File: config.mk
export PLATFORM = sky130hd
export DESIGN_NAME = regfile_wb_scheduler
export DESIGN_NICKNAME = d
export VERILOG_FILES = /design/src/rtl/regfile_wb_scheduler.sv
export SDC_FILE = /design/constraint.sdc
export NUM_CORES = 1
export LEC_CHECK = 0
export ABC_AREA = 1
export CORE_MARGIN = 2
export CORE_UTILIZATION = 51
export CTS_CLUSTER_SIZE = 24
export DETAILED_ROUTE_END_ITERATION = 8
export MAX_ROUTING_LAYER = met4
export PLACE_DENSITY = 0.87
export SYNTH_ARGS = -nofsm -noshare
export SYNTH_HDL_FRONTEND = slang
export SYNTH_SLANG_ARGS = --single-unit
File: constraint.sdc
create_clock -name clock -period 5.6 [get_ports clock]
set_input_delay 1.4 -clock clock [delete_from_list [all_inputs] [get_ports clock]]
set_output_delay 1.4 -clock clock [all_outputs]
set_load 0.01 [all_outputs]
File: src/rtl/regfile_wb_scheduler.sv
// Register-file writeback scheduler: round-robin arbitration of three result sources onto the
// single write port, plus a busy-bit scoreboard for RAW/WAW hazard detection at issue.
module regfile_wb_scheduler #(
    parameter int DATA_W = 32,
    parameter int NREQ   = 3
) (
    input  logic              clock,
    input  logic              reset,
    input  logic              alu_valid,
    input  logic [4:0]        alu_addr,
    input  logic [DATA_W-1:0] alu_data,
    output logic              alu_ready,
    input  logic              mem_valid,
    input  logic [4:0]        mem_addr,
    input  logic [DATA_W-1:0] mem_data,
    output logic              mem_ready,
    input  logic              mul_valid,
    input  logic [4:0]        mul_addr,
    input  logic [DATA_W-1:0] mul_data,
    output logic              mul_ready,
    output logic              wb_write_enable,
    output logic [4:0]        wb_write_addr,
    output logic [DATA_W-1:0] wb_write_data,
    input  logic              reserve_valid,
    input  logic [4:0]        reserve_addr,
    output logic              reserve_stall,
    input  logic [4:0]        chk_addr_a,
    input  logic [4:0]        chk_addr_b,
    output logic              hazard_a,
    output logic              hazard_b,
    input  logic              flush,
    output logic [5:0]        busy_count
);

    logic [NREQ-1:0]   req_valid;
    logic [NREQ-1:0]   grant;
    logic [1:0]        rr_ptr;
    logic [1:0]        win_idx;
    logic              grant_any;
    logic [4:0]        win_addr;
    logic [DATA_W-1:0] win_data;

    assign req_valid = {mul_valid, mem_valid, alu_valid};

    // Search starts at rr_ptr and wraps modulo NREQ; the first valid requester wins.
    always_comb begin
        logic [2:0] idx;
        // NOTE: every combinational output gets a default before any branch, so no path leaves it
        // unassigned and no latch is inferred.
        win_idx   = '0;
        grant_any = 1'b0;
        idx       = '0;
        for (int i = 0; i < NREQ; i++) begin
            idx = {1'b0, rr_ptr} + 3'(i);
            if (idx >= 3'(NREQ)) begin
                idx = idx - 3'(NREQ);
            end
            if (!grant_any && req_valid[idx]) begin
                grant_any = 1'b1;
                win_idx   = idx[1:0];
            end
        end
        grant = grant_any ? (3'b001 << win_idx) : '0;
    end

    assign {mul_ready, mem_ready, alu_ready} = reset ? grant : '0;

    always_comb begin
        win_addr = alu_addr;
        win_data = alu_data;
        case (win_idx)
            2'd1: begin
                win_addr = mem_addr;
                win_data = mem_data;
            end
            2'd2: begin
                win_addr = mul_addr;
                win_data = mul_data;
            end
            default: ;
        endcase
    end

    always_ff @(posedge clock or negedge reset) begin
        if (!reset) begin
            rr_ptr          <= '0;
            wb_write_enable <= 1'b0;
            wb_write_addr   <= '0;
            wb_write_data   <= '0;
        end else if (grant_any) begin
            // NOTE: sequential state uses non-blocking assignments so every flop samples the
            // pre-edge values, independent of statement order.
            rr_ptr          <= (win_idx == 2'd2) ? 2'd0 : win_idx + 2'd1;
            wb_write_enable <= (win_addr != '0);
            wb_write_addr   <= win_addr;
            wb_write_data   <= win_data;
        end else begin
            wb_write_enable <= 1'b0;
        end
    end

    // Scoreboard; bit 0 is always written as zero so x0 never reads busy.
    logic [31:0] busy;
    logic [31:0] busy_next;
    logic        do_set;
    logic        do_clr;

    assign hazard_a      = busy[chk_addr_a];
    assign hazard_b      = busy[chk_addr_b];
    assign reserve_stall = reserve_valid && (reserve_addr != '0) && busy[reserve_addr];
    assign do_set        = reserve_valid && (reserve_addr != '0) && !busy[reserve_addr];
    assign do_clr        = wb_write_enable && busy[wb_write_addr];

    always_comb begin
        busy_next = busy;
        if (do_clr) begin
            busy_next[wb_write_addr] = 1'b0;
        end
        if (do_set) begin
            busy_next[reserve_addr] = 1'b1;
        end
    end

    // A clear and a set on one edge always target different registers, so the count nets to zero.
    always_ff @(posedge clock or negedge reset) begin
        if (!reset) begin
            busy       <= '0;
            busy_count <= '0;
        end else if (flush) begin
            busy       <= '0;
            busy_count <= '0;
        end else begin
            busy <= busy_next & ~32'd1;
            case ({do_set, do_clr})
                2'b10:   busy_count <= busy_count + 6'd1;
                2'b01:   busy_count <= busy_count - 6'd1;
                default: busy_count <= busy_count;
            endcase
        end
    end

endmodule
After elaboration in Yosys (flattened, before gate mapping)
Index checks and enable logic that the tools add are counted.

Add/subtract/negate cells: 8. $lt $le $gt $ge: 12. Eq/ne operators: 4. Shift-type cells: 1. Muxes and demuxes: 38. Bitwise operators: 3. Reductions and logical operators: 14.

Operators by type and width (count): $mux 32 (3); $pmux 32 s2 (1); $and 32x32->32 (1); $not 32->32 (1); $or 32x32->32 (1); $lt 5x6->1 const B (4); $bmux 1 s5 (4); $mux 3 (5); $mux 1 (13); $pmux 6 s2 (1); $demux 1 s5 (2); $ge 5x1->1 const B (2); $pmux 5 s2 (1); $reduce_bool 5->1 (2); $lt 3x3->1 const B (3); $logic_and 1x1->1 (8); $mux 2 (4); $add 6x1->6 const B (1); $bmux 1 s2 (3); $ge 3x2->1 const B (2); $mux 6 (1); $sub 3x2->3 const B (2); $sub 6x1->6 const B (1); $eq 2x1->1 const B (2); other kinds (9) (12).

Register bits: 78. Input port bits: 133. Logic and storage cells: 86.

Longest topological paths before layout
Gate-level depths: netlist (run 1).

Depth in word-level cells: 15. Mapped depth: 22.

Worst setup path before layout (run 1)
Ideal clock, no wire load.

Path type: input port to output port. From: input port mem_valid. To: output port mul_ready. Arrival: 3.191 ns. Required time: 4.200 ns. Slack: 1.009 ns. Stages: 14. Cell sequence: inv_1 > a21oi_1 > a21boi_0 > nand2_1 > nor2_1 > inv_1 > nor2_1 > nor2_1 > inv_1 > ha_1 > clkbuf_1 > buf_1 > nand3_1 > inv_1.

Cells in the longest elaborated chain, start to end: 12. Elaborated cells on any way between the ends: 19.

Ends and longest elaborated chain: from (decl) (RTL line 13) `input logic mem_valid,`; $bmux 1 s2 (RTL line 58) `if (!grant_any && req_valid[idx]) begin`; $mux 1 (not written as such) (RTL line 58); $mux 1 (RTL line 58); $logic_not 1->1 (RTL line 58); $logic_and 1x1->1 (RTL line 58); $mux 1 (RTL line 58); $logic_not 1->1 (RTL line 58); $logic_and 1x1->1 (RTL line 58); $mux 2 (RTL line 58); $shl 1x2->3 (RTL line 63) `grant = grant_any ? (3'b001 << win_idx) : '0;`; $mux 3 * (RTL line 63); $mux 3 * (RTL line 66) `assign {mul_ready, mem_ready, alu_ready} = reset ? grant : '0;`; to (decl) (RTL line 20) `output logic mul_ready,`.

Every way passes the cells marked *; elsewhere a longest branch is shown, timed or not. The select of a mux whose other input is x is not followed.

Final worst setup path (run 1)
From: input port mul_valid. To: output port mem_ready.

Cells in the longest elaborated chain, start to end: 12. Elaborated cells on any way between the ends: 19.

Ends and longest elaborated chain: from (decl) (RTL line 17) `input logic mul_valid,`; $bmux 1 s2 (RTL line 58); $mux 1 (not written as such) (RTL line 58); $mux 1 (RTL line 58); $logic_not 1->1 (RTL line 58); $logic_and 1x1->1 (RTL line 58); $mux 1 (RTL line 58); $logic_not 1->1 (RTL line 58); $logic_and 1x1->1 (RTL line 58); $mux 2 (RTL line 58); $shl 1x2->3 (RTL line 63); $mux 3 * (RTL line 63); $mux 3 * (RTL line 66); to (decl) (RTL line 16) `output logic mem_ready,`.

Marks and branches as above.

==> metrics, run 1 <==
layout cells sized above 1 0.0627; max-slew violation count 0; Synth Register Bits between 70 and 80; first-pass GRT wire length 32300 um; ys async rst share 1.00; P_leak between 3 and 4 nW; H-Tree Level Count 3; status complete, no violations; global routing met3 resource utilization 0.0658; number of global-route vias before repair 6470; Seq pwr share 0.223; post-route setup slack 0.433 ns; predominant post-synthesis flop cell dfrtp_1; WP data required 4.20 ns; largest net degree at the start of global routing 72; DP Worst Slack approximately 0.32 ns; critical path fanouts, max 5; Switching Fraction 0.467; row count 38; Pwr Density between 500 and 600 mW/mm2; Worst setup SP type input pin; Reg2Reg Setup Slack 2.12 ns; post-CTS setup repair buffer count 0; R2R cell count 17; Fillers 878; setup TNS 0 ns; Die H 109 um; vias 6676; Sequential Area 0.00193 mm2; Max Clk Rate 0.194 GHz; RSZ-0062 raised after global routing no; gr ovfl total 0; DRC violations left 0; Worst R2R Start wb_write_addr[0]$_DFFE_PN0N_; Die Wd 109 um; Synth Warn # 0; HP Class reg2reg; hold path start wb_write_data[1]$_DFFE_PN0N_; gr usage total 0.367; initial drt markers 498; CP arrival approximately 3.8 ns; initial antenna violation count 0; GR peak layer met2; M2 GR Usage 0.601; Cells after Synth 842; Post-Syn Nets 987; Comb pwr share 0.659; Ports 183; Mapped Area 0.00565 mm2; core area 0.0108 mm2; number of unique standard cell types used by synthesis 32; Post-DRT Antenna Nets 0; Fin Hold WS between 0.5 and 0.6 ns; peak supply drop 0.525 mV; hold depth 2; NetSw 1.94 mW; WHS Endpoint wb_write_data[1]$_DFFE_PN0N_; Total Wirelength 20800 um; synth-to-layout area growth 37.4%; Num CTS Buffers 9; Worst-path clk slew 0.08 ns; clock network power share 0.118; minimum clock period after layout a little over 5 ns; dpl hpwl 15100 um; sequential element share of the synthesized area 0.341; ANT cells 0; internal power 2.22 mW; met1 usage 0.426; Max-slew headroom 0.377; crit end category output port; MaxCap Viol Count 0; DIE AREA 0.0119 mm2; critical path type in2out; input/output buffers between 150 and 200; Final Skew 0.0108 ns; Slew @ Worst Pin 0.934 ns; Multi-input gate area 0.00332 mm2; Max clock buf depth 2; Reg-to-Reg End busy_count[5]$_DFFE_PN0P_; period utilisation layout 0.923; Post-synth EDFFs 0; NumNets Final 1144; drt pass-1 iters 5; CTS tree built; Clock Root Buffer clkbuf_8; # setup viols final 0; Final Hold Vio Count 0; Final Wtd Congestion 0.963; vias per cell 5.84; clk sinks 77; Mapped Avg Cell Area 6.71 um2; Clk Latency, worst-skew pair 0.36 ns; detailed-route wire length per cell 18.1 um; Initial Util 0.521
## cells by family (layout without fill, tap and decap cells)
group           after synthesis  in the layout  share of synthesized area
compound gates              259            259                      0.267
xor+xnor                      1              1                    0.00155
simple gates                391            391                      0.293
fa+ha+maj                    12             12                     0.0266
buf+inv                     102            264                     0.0715
flops                        77             77                      0.341
## cell usage in the layout, fill, tap and decap left out, types with 5 or more instances in the layout
| master | netlist | final |
|---|---|---|
| nand2_1 | 249 | 249 |
| clkdlybuf4s50_1 | 0 | 181 |
| o21ai_0 | 114 | 114 |
| a21oi_1 | 88 | 88 |
| nor2_1 | 79 | 79 |
| dfrtp_1 | 77 | 77 |
| inv_1 | 40 | 40 |
| a221o_1 | 33 | 33 |
| nand3_1 | 20 | 19 |
| nor3_1 | 16 | 16 |
| inv_2 | 13 | 13 |
| buf_4 | 0 | 13 |
| ha_1 | 12 | 12 |
| clkbuf_8 | 0 | 11 |
| nor4_2 | 7 | 7 |
| nor2_2 | 6 | 6 |
| o21ai_1 | 5 | 5 |
| o22ai_1 | 5 | 5 |
## flip-flops by register name, summed over array words and instances (netlist names)
| name | count |
|---|---|
| rr_ptr | 2 |
| busy | 31 |
| wb_write_data | 32 |
| busy_count | 6 |
| wb_write_enable | 1 |
| wb_write_addr | 5 |
## metrics by stage
| step | std cells | util | instance area, um2 | power (mW) |
|---|---|---|---|---|
| after detailed placement | 1128 | 0.695 | 7540 | 3.63 |
| after floorplan | 842 | - | 5650 | 2.69 |
| after global routing | 1144 | 0.716 | 7760 | 4.49 |
| after CTS | 1144 | 0.716 | 7760 | 4.13 |
| final | 1144 | 0.716 | 7760 | 4.16 |
| after global placement | 1128 | 0.695 | 7540 | 3.57 |
## layer usage
layer,up-vias,share of wire
li1,3181,-
met1,3059,0.37
met2,354,0.49
met3,82,0.086
met4,0,0.055
met5,-,0
## cell type report
| class | count | share of cell area |
|---|---|---|
| clock inverters | 4 | 0.00902 |
| repair buffers | 194 | 0.246 |
| clock buffers | 12 | 0.0200 |
| inverters | 54 | 0.0261 |
| flip-flops and latches | 77 | 0.248 |
| multi-input cells | 663 | 0.428 |
| well taps | 140 | 0.0226 |
## synth_stat cells, drive strengths merged (5+ instances only)
library cell / n / area [um2]
nor3: 16 / 80.1
a221o: 33 / 330
nand3: 23 / 130
clkbuf: 35 / 131
buf: 13 / 70.1
dfrtp: 77 / 1930
ha: 12 / 150
a21oi: 88 / 440
inv: 53 / 199
nor2: 88 / 368
nor4: 8 / 93.8
nand2: 251 / 947
o21ai: 119 / 596
o22ai: 5 / 31.3
## critical path, stage by stage
cell and delay (ns):
clkdlybuf4s50_1 0.45, nand3_1 0.11, a21boi_1 0.38, nand2_1 0.09
nor2_1 0.11, inv_1 0.06, nor2_1 0.08, nor2_1 0.09
inv_1 0.10, ha_1 0.17, nand3_1 0.08, inv_1 0.07
clkdlybuf4s50_1 0.56
## how the worst max path moves through the flow
stage	start	endpoint	slack [ns]	cells after the start
6_report	mul_valid	mem_ready	0.43	13
5_1_grt	alu_valid	mem_ready	0.16	14
4_1_cts	mul_valid	mem_ready	0.30	13
3_5_place_dp	mul_valid	mem_ready	0.32	13
3_3_place_gp	mul_valid	mem_ready	0.43	13
2_1_floorplan	mem_valid	mul_ready	1.01	14
## power groups by stage
stage / sequential [mW] / clock (mW) / combinational, mW
final: 0.927 / 0.491 / 2.74
after detailed placement: 0.930 / 0 / 2.70
after floorplan: 0.950 / 0 / 1.74
after global routing: 0.952 / 0.510 / 3.02
after global placement: 0.926 / 0 / 2.64
after CTS: 0.922 / 0.487 / 2.72
## timing repair
item / CTS / global route
hold buffers: 0 / 0
endpoints found under the setup margin: 0 / 1
resized for setup: 0 / 1
No activity file was read; power rests on OpenSTA's default activity.
==> run 2: changes to the inputs <==
SKIP_CTS_REPAIR_TIMING = 1   (was unset)
==> results of run 2 <==
No change in the layout: final DEF, timing and power equal those of run 1.
